**src/rtl/mul_bridge_pkg.sv**
```systemverilog
// Shared types for the clocked front-end of the self-timed req/fin multiplier.
package mul_bridge_pkg;

    typedef enum logic [2:0] {
        ST_DRAIN,
        ST_IDLE,
        ST_SETUP,
        ST_WAIT_HI,
        ST_CAPTURE,
        ST_WAIT_LO
    } state_t;

    // Reset lands in DRAIN so a multiplier still holding fin high is waited out.
    localparam state_t RESET_STATE = ST_DRAIN;

endpackage

```
**src/rtl/mul_handshake_bridge_sync2.sv**
```systemverilog
// Two-flop synchronizer for a single asynchronous level; RST_VAL picks the reset level of both flops.
module sync2 #(
    parameter logic RST_VAL = 1'b0
) (
    input  logic clk,
    input  logic rst,
    input  logic d,
    output logic q
);

    logic meta;

    always_ff @(posedge clk or posedge rst) begin
        if (rst) begin
            meta <= RST_VAL;
            q    <= RST_VAL;
        end else begin
            meta <= d;
            q    <= meta;
        end
    end

endmodule

```
**src/rtl/mul_handshake_bridge.sv**
```systemverilog
// Valid/ready front-end driving a 4-phase req/fin multiplier; one product in flight at a time.
// Optional per-phase watchdog on err when MUL_BRIDGE_TIMEOUT_EN is defined.
module mul_handshake_bridge
    import mul_bridge_pkg::*;
#(
    parameter int Width   = 32,
    parameter int SETUP   = 1,
    parameter int TIMEOUT = 1024
) (
    input  logic                 clk,
    input  logic                 rst,
    input  logic                 in_valid,
    output logic                 in_ready,
    input  logic [Width-1:0]     in_x,
    input  logic [Width-1:0]     in_y,
    output logic [Width-1:0]     mul_x,
    output logic [Width-1:0]     mul_y,
    output logic                 mul_req,
    input  logic                 mul_fin,
    input  logic [2*Width-1:0]   mul_result,
    output logic                 out_valid,
    input  logic                 out_ready,
    output logic [2*Width-1:0]   out_result,
    output logic                 busy,
    output logic                 err
);

    localparam int CW = (SETUP > 1) ? $clog2(SETUP) : 1;

    state_t        state;
    state_t        next_state;
    logic          fin_s;
    logic [CW-1:0] cnt;
    logic          slot_free;
    logic          accept;
    logic          req_set;
    logic          load_res;

    sync2 #(.RST_VAL(1'b1)) u_fin_sync (
        .clk (clk),
        .rst (rst),
        .d   (mul_fin),
        .q   (fin_s)
    );

    // A held product leaving this cycle frees the slot for a same-cycle reload.
    assign slot_free = !out_valid || out_ready;

    always_ff @(posedge clk or posedge rst) begin
        if (rst) begin
            state <= RESET_STATE;
        end else begin
            state <= next_state;
        end
    end

    always_comb begin
        next_state = state;
        case (state)
            ST_DRAIN:   if (!fin_s)       next_state = ST_IDLE;
            ST_IDLE:    if (in_valid)     next_state = ST_SETUP;
            ST_SETUP:   if (cnt == '0)    next_state = ST_WAIT_HI;
            ST_WAIT_HI: if (fin_s)        next_state = ST_CAPTURE;
            ST_CAPTURE: if (slot_free)    next_state = ST_WAIT_LO;
            ST_WAIT_LO: if (!fin_s)       next_state = ST_IDLE;
            default:                      next_state = ST_DRAIN;
        endcase
    end

    always_comb begin
        in_ready = (state == ST_IDLE);
        busy     = (state != ST_IDLE);
        accept   = (state == ST_IDLE) && in_valid;
        req_set  = (state == ST_SETUP) && (cnt == '0);
        load_res = (state == ST_CAPTURE) && slot_free;
    end

    always_ff @(posedge clk or posedge rst) begin
        if (rst) begin
            mul_x      <= '0;
            mul_y      <= '0;
            mul_req    <= 1'b0;
            cnt        <= '0;
            out_valid  <= 1'b0;
            out_result <= '0;
        end else begin
            if (accept) begin
                mul_x <= in_x;
                mul_y <= in_y;
                cnt   <= CW'(SETUP - 1);
            end else if ((state == ST_SETUP) && (cnt != '0)) begin
                cnt <= cnt - CW'(1);
            end

            if (req_set) begin
                mul_req <= 1'b1;
            end else if (load_res) begin
                mul_req <= 1'b0;
            end

            if (load_res) begin
                out_result <= mul_result;
                out_valid  <= 1'b1;
            end else if (out_valid && out_ready) begin
                out_valid <= 1'b0;
            end
        end
    end

`ifdef MUL_BRIDGE_TIMEOUT_EN
    localparam int TW = $clog2(TIMEOUT + 1);

    logic [TW-1:0] wd_cnt;
    logic          waiting;

    assign waiting = (state == ST_WAIT_HI) || (state == ST_WAIT_LO);

    // Counter restarts on every state change; err only flags, the FSM keeps waiting.
    always_ff @(posedge clk or posedge rst) begin
        if (rst) begin
            wd_cnt <= '0;
            err    <= 1'b0;
        end else begin
            if (next_state != state) begin
                wd_cnt <= '0;
            end else if (waiting && (wd_cnt != TW'(TIMEOUT))) begin
                wd_cnt <= wd_cnt + TW'(1);
            end
            if (waiting && (wd_cnt == TW'(TIMEOUT - 1))) begin
                err <= 1'b1;
            end
        end
    end
`else
    // No watchdog: TIMEOUT only appears here so the expression folds to 0.
    assign err = (TIMEOUT < 0);
`endif

endmodule
```
**config.mk**
```make
export PLATFORM = sky130hd
export DESIGN_NAME = mul_handshake_bridge
export DESIGN_NICKNAME = d
export VERILOG_FILES = /design/src/rtl/mul_bridge_pkg.sv /design/src/rtl/mul_handshake_bridge_sync2.sv /design/src/rtl/mul_handshake_bridge.sv
export SDC_FILE = /design/constraint.sdc
export NUM_CORES = 1
export LEC_CHECK = 0
export BUFFER_PORTS_ARGS = -buffer_cell sky130_fd_sc_hd__buf_2
export CORE_MARGIN = 2
export CORE_UTILIZATION = 40
export DETAILED_ROUTE_END_ITERATION = 8
export PLACE_DENSITY = 0.71
export SYNTH_ARGS = -nofsm -noshare
export SYNTH_HDL_FRONTEND = slang
export SYNTH_SLANG_ARGS = --single-unit
```
**constraint.sdc**
```tcl
create_clock -name clk -period 3.8 [get_ports clk]
set_input_delay 0 -clock clk [delete_from_list [all_inputs] [get_ports clk]]
set_output_delay 0 -clock clk [all_outputs]
set_load 0.02 [all_outputs]
```
; Yosys cells after proc, flatten, opt, wreduce, memory -nomap -nowiden
; Cells that the tools add are included.
[op_classes]
n_bitwise = 1
add_sub_neg = 1
n_reduce_logical = 13
n_mux = 12
n_eq_ne = 11
[ops]
columns = cell, n
row1 = 2-to-1 mux 3 bit, 5
row2 = case mux 3 bit (5 select lines), 1
row3 = "!= test 2 bit, second input constant", 4
row4 = "equality test 3 x 2 -> 1 bit, second input constant", 2
row5 = "equality test 3 bit, second input constant", 2
row6 = 2-to-1 mux 1 bit, 6
row7 = nonzero test 2 bit, 3
row8 = logical AND 1 bit, 5
row9 = AND reduction 5 bit, 1
row10 = "equality test 3 x 1 -> 1 bit, second input constant", 1
row11 = logical NOT 3 bit, 1
row12 = "!= test 3 x 1 -> 1 bit, second input constant", 1
row13 = "!= test 2 x 1 -> 1 bit, second input constant", 1
row14 = OR reduction 2 bit, 1
row15 = logical NOT 1 bit, 1
row16 = logical OR 1 bit, 1
row17 = NOT 1 bit, 1
row18 = "subtractor 1 bit, second input constant", 1
[word_totals]
output_inout_bits = 133
elab_cells = 47
register_bits = 136

; Longest topological paths before layout
[logic_depth]
depth_word = 5
depth_mapped = 6
depth_no_buf = 3

; Modules after synthesis
; Synthesis repeated with hierarchy kept, for this count alone.
[hier_totals]
cells_unflattened = 308
hier_area_um2 = 5342.6
[by_module_without_submodules]
columns = module, cells_each, n_inst, area_per_inst_um2
row1 = mul_handshake_bridge, 305, 1, 5286.3
row2 = sync2, 3, 1, 56.3

; Worst setup path after synthesis
; Ideal clock, no wire load.
[synth_path]
path_type = reg2reg
from = reg state[1]
to = reg out_result[0]
period_less_slack_ns = 1.697
t_arrival_ns = 1.571
setup_slack_ns = 2.103
path_stages_with_launch = 7
setup_ns = 0.125
cell_sequence = dfrtp_1 buf_6 nand2b_4 or3b_1 buf_6 buf_6 mux2_4
[synth_via]
elab_chain_len = 2
[synth_lines]
columns = item, line
row1 = start: declaration, mul_handshake_bridge.sv:30  ; state_t state;
row2 = start signal: assignment, mul_handshake_bridge.sv:53  ; state <= next_state;
row3 = equality test 3 bit, mul_handshake_bridge.sv:75  ; load_res = (state == ST_CAPTURE) && slot_free;
row4 = logical AND 1 bit, mul_handshake_bridge.sv:75
row5 = end signal: assignment, mul_handshake_bridge.sv:102  ; out_result <= mul_result;
row6 = end: declaration, mul_handshake_bridge.sv:23  ; output logic [2*Width-1:0] out_result,
; No other way between the ends.
; A chain may end at the register's enable or synchronous reset.

; Worst setup path after layout
[layout_path]
from = reg state[1]
to = reg out_result[20]
; Same word-level chain as after synthesis.

==> reports/results.tsv <==
stage	metric	value	unit
detailed_routing	vias	4141	
global_route	GRT Total Usage	21.00	%
sta	period utilisation layout	57.12	%
global_route	initial antenna violation count	0	
final_layout	Area Growth Syn to Fin	63.60	%
worst_setup_path	Reg2Reg Setup Slack	1.63	ns
sta	Slew headroom	39.22	%
detailed_routing	via/cell ratio	4.606	
placed_design	HPWL Detailed	8594	um
floorplanning	Die Y	119.5	um
pwr	Worst VDD drop	434.5	uV
floorplanning	core area	0.01314	mm^2
placed_design	GP Congestion	0.7468	
synthesis	Yosys Warn Count	0	
synthesis	Netlist Area Pre-Place	0.005339	mm^2
clock_network	Reg clk slew, reported paths	0.06	ns
synthesis	leading area contributor after synthesis	dfrtp_1	
clock_network	TritonCTS clock tree	done	
synthesis	Yosys top cell area share	62.81	%
global_route	first-pass GRT wire length	23340	um
pwr	Pwr Total	7.651	mW
clock_network	worst skew pair latency	0.41	ns
worst_hold_path	hold depth	2	
worst_hold_path	hold path endpoint	u_fin_sync.meta	
sta	Final Hold Fails	0	
worst_setup_path	critical path arrival	2.46	ns
worst_setup_path	crit path from	state[1]	
sta	fmax	460.7	MHz
global_route	gr ovfl total	0	
synthesis	dominant synthesized flop cell	dfrtp_1	
worst_setup_path	Worst R2R End	out_result[20]	
final_layout	fraction of layout cells with a size suffix above 1	58.51	%
detailed_routing	drt first pass iters	4	
floorplanning	area of the die	0.01429	mm^2
floorplanning	die width	119.5	um
worst_setup_path	R2R Path Start	state[1]	
synthesis	Synth async-reset ratio	100.0	%
placed_design	placed insts	735	
floorplanning	FP Rows	42	
synthesis	Synth top cells by count	dfrtp_1 (134), mux2_2 (67), mux2_4 (49)	
clock_network	Resized Gates After CTS	0	
worst_setup_path	crit-path max FO	33	
worst_setup_path	crit path capture type	flop	
synthesis	Syn Inst Count	307	
synthesis	Area contributors post-synth	dfrtp_1 (63%), mux2_2 (14%), mux2_4 (14%)	
floorplanning	Initial Util	40.64	%
sta	Slew @ Worst Pin	0.9117	ns
pwr	LEAKAGE	4.366	nW
worst_hold_path	worst hold start	mul_fin	
clock_network	Root Buffer Master	clkbuf_16	
sta	RSZ-0062 raised after global routing	no	
clock_network	CTS Buffer Depth	2	
clock_network	Inserted Clock Buffers	17	
detailed_routing	DR DRC count	0	
run	Max Cap Viol	0	
pwr	power per cell area	875.9	mW/mm^2
clock_network	CTS H-Tree Depth	4	
worst_setup_path	worst reg2reg path depth	4	
detailed_routing	routed len/inst	16.40	um
synthesis	Distinct cells, synth	24	
detailed_routing	final WL	14740	um
worst_hold_path	Min-Delay Path Class	in -> reg	
worst_setup_path	Critical Path Start Type	flop	
placed_design	port bufs	264	
synthesis	Seq cells post-synth	136	
detailed_routing	DRT antenna net count	0	
sta	clk_skew	0.008972	ns
floorplanning	I/O pins	266	
sta	setup TNS after final layout	0	ns
worst_setup_path	Crit Path Class	reg -> reg	
final_layout	NumNets Final	843	
detailed_routing	initial DRC count	216	
final_layout	ANT cells	0	
synthesis	most common cell in the netlist	dfrtp_1	
synthesis	Post-synth EDFFs	0	
global_route	vias in the first global route	4566	
placed_design	pre-CTS WS	1.595	ns
synthesis	synthesized net count	440	
synthesis	post-synthesis sequential area ratio	63.79	%
sta	fin. max-slew vios	0	
sta	Worst Setup Slack, final	1.630	ns
clock_network	total clock sinks	136	
final_layout	Finished Layout Cells	899	
global_route	largest net degree at the start of global routing	107	
clock_network	Post-CTS Setup Inserts	0	
sta	final count of negative-setup-slack endpoints	0	
sta	crit path time final	2.170	ns
outcome	status	completed	
worst_setup_path	data required time of the worst path	4.09	ns
synthesis	synthesized area per cell	17.39	um^2
## flip-flops by register name (all words and copies together), names as in the netlist
signal and flops:
out_result 64, mul_req 1, out_valid 1, state 3, cnt 1, u_fin_sync.q 1, mul_y 32, u_fin_sync.meta 1
mul_x 32
## report_power, final
group | switching [mW] | internal, mW | total [mW]
sequential | 0.427 | 2.19 | 2.61
clock | 0.596 | 1.13 | 1.73
combinational | 1.76 | 1.55 | 3.31
total | 2.78 | 4.87 | 7.65
## worst max-delay path, stage by stage, from the launching register on
cell and delay (ns):
dfrtp_1 0.50, nand2b_4 0.20, or3b_4 0.56, buf_4 0.43, mux2_1 0.36
## area by class of cell
type,count,area (um^2)
Timing Repair Buffer,400,2673
Sequential cell,136,3406
Multi-Input combinational cell,153,1794
Tap cell,176,220.2
Fill cell,917,4403
Clock inverter,12,172.7
Clock buffer,20,456.7
Inverter,2,12.51
## cells in the final DEF, fill, tap and decap left out, types with 3 or more instances in the layout
cell type,netlist,layout
nor2b_1,3,3
bufinv_16,0,4
buf_2,3,264
clkbuf_16,0,17
mux2_4,49,49
nand2b_1,4,4
nand2_1,3,3
buf_4,6,4
clkinv_2,0,4
mux2_1,12,12
a21oi_1,3,3
dlygate4sd3_1,0,132
mux2_2,67,67
dfrtp_1,134,134
## per-stage QoR
step	hold slack, ns	util, %	area, um^2
after detailed placement	0.1076	51.64	6784
after CTS	0.2237	66.49	8735
after global placement	0.1092	51.64	6784
after floorplan	0.004478	-	5339
after global routing	0.2466	66.49	8735
final	0.2502	66.49	8735
## what timing repair did
item	4_1_cts	5_1_grt
endpoints found under the setup margin	0	0
hold endpoints to repair	237	0
hold buffers	132	0
## worst max path at each step
stage	to	slack, ns	cells after the start
after detailed placement	out_result[20]	1.60	4
after CTS	out_result[20]	1.62	4
final	out_result[20]	1.63	4
after floorplan	cnt	0.16	1
after global routing	out_result[22]	1.52	4
after global placement	out_result[23]	1.73	4
## cell families (layout without fill, tap and decap cells)
family	Yosys count	count (layout)	synth area share [%]
multiplexers	128	128	30.44
flip-flops	136	136	63.79
AO/OA/AOI/OAI	8	8	0.9843
other	1	1	0.07024
buffers and inverters	18	434	2.742
AND/OR/NAND/NOR	16	16	1.969
## layer usage
metal,vias up,GRT usage [%],wire [um]
met5,-,0,0
met4,0,9.191,349
met3,33,6.464,1126
met2,197,37.07,7726
met1,2028,23.32,5541
li1,1883,-,-
No activity file was read; power rests on OpenSTA's default activity.
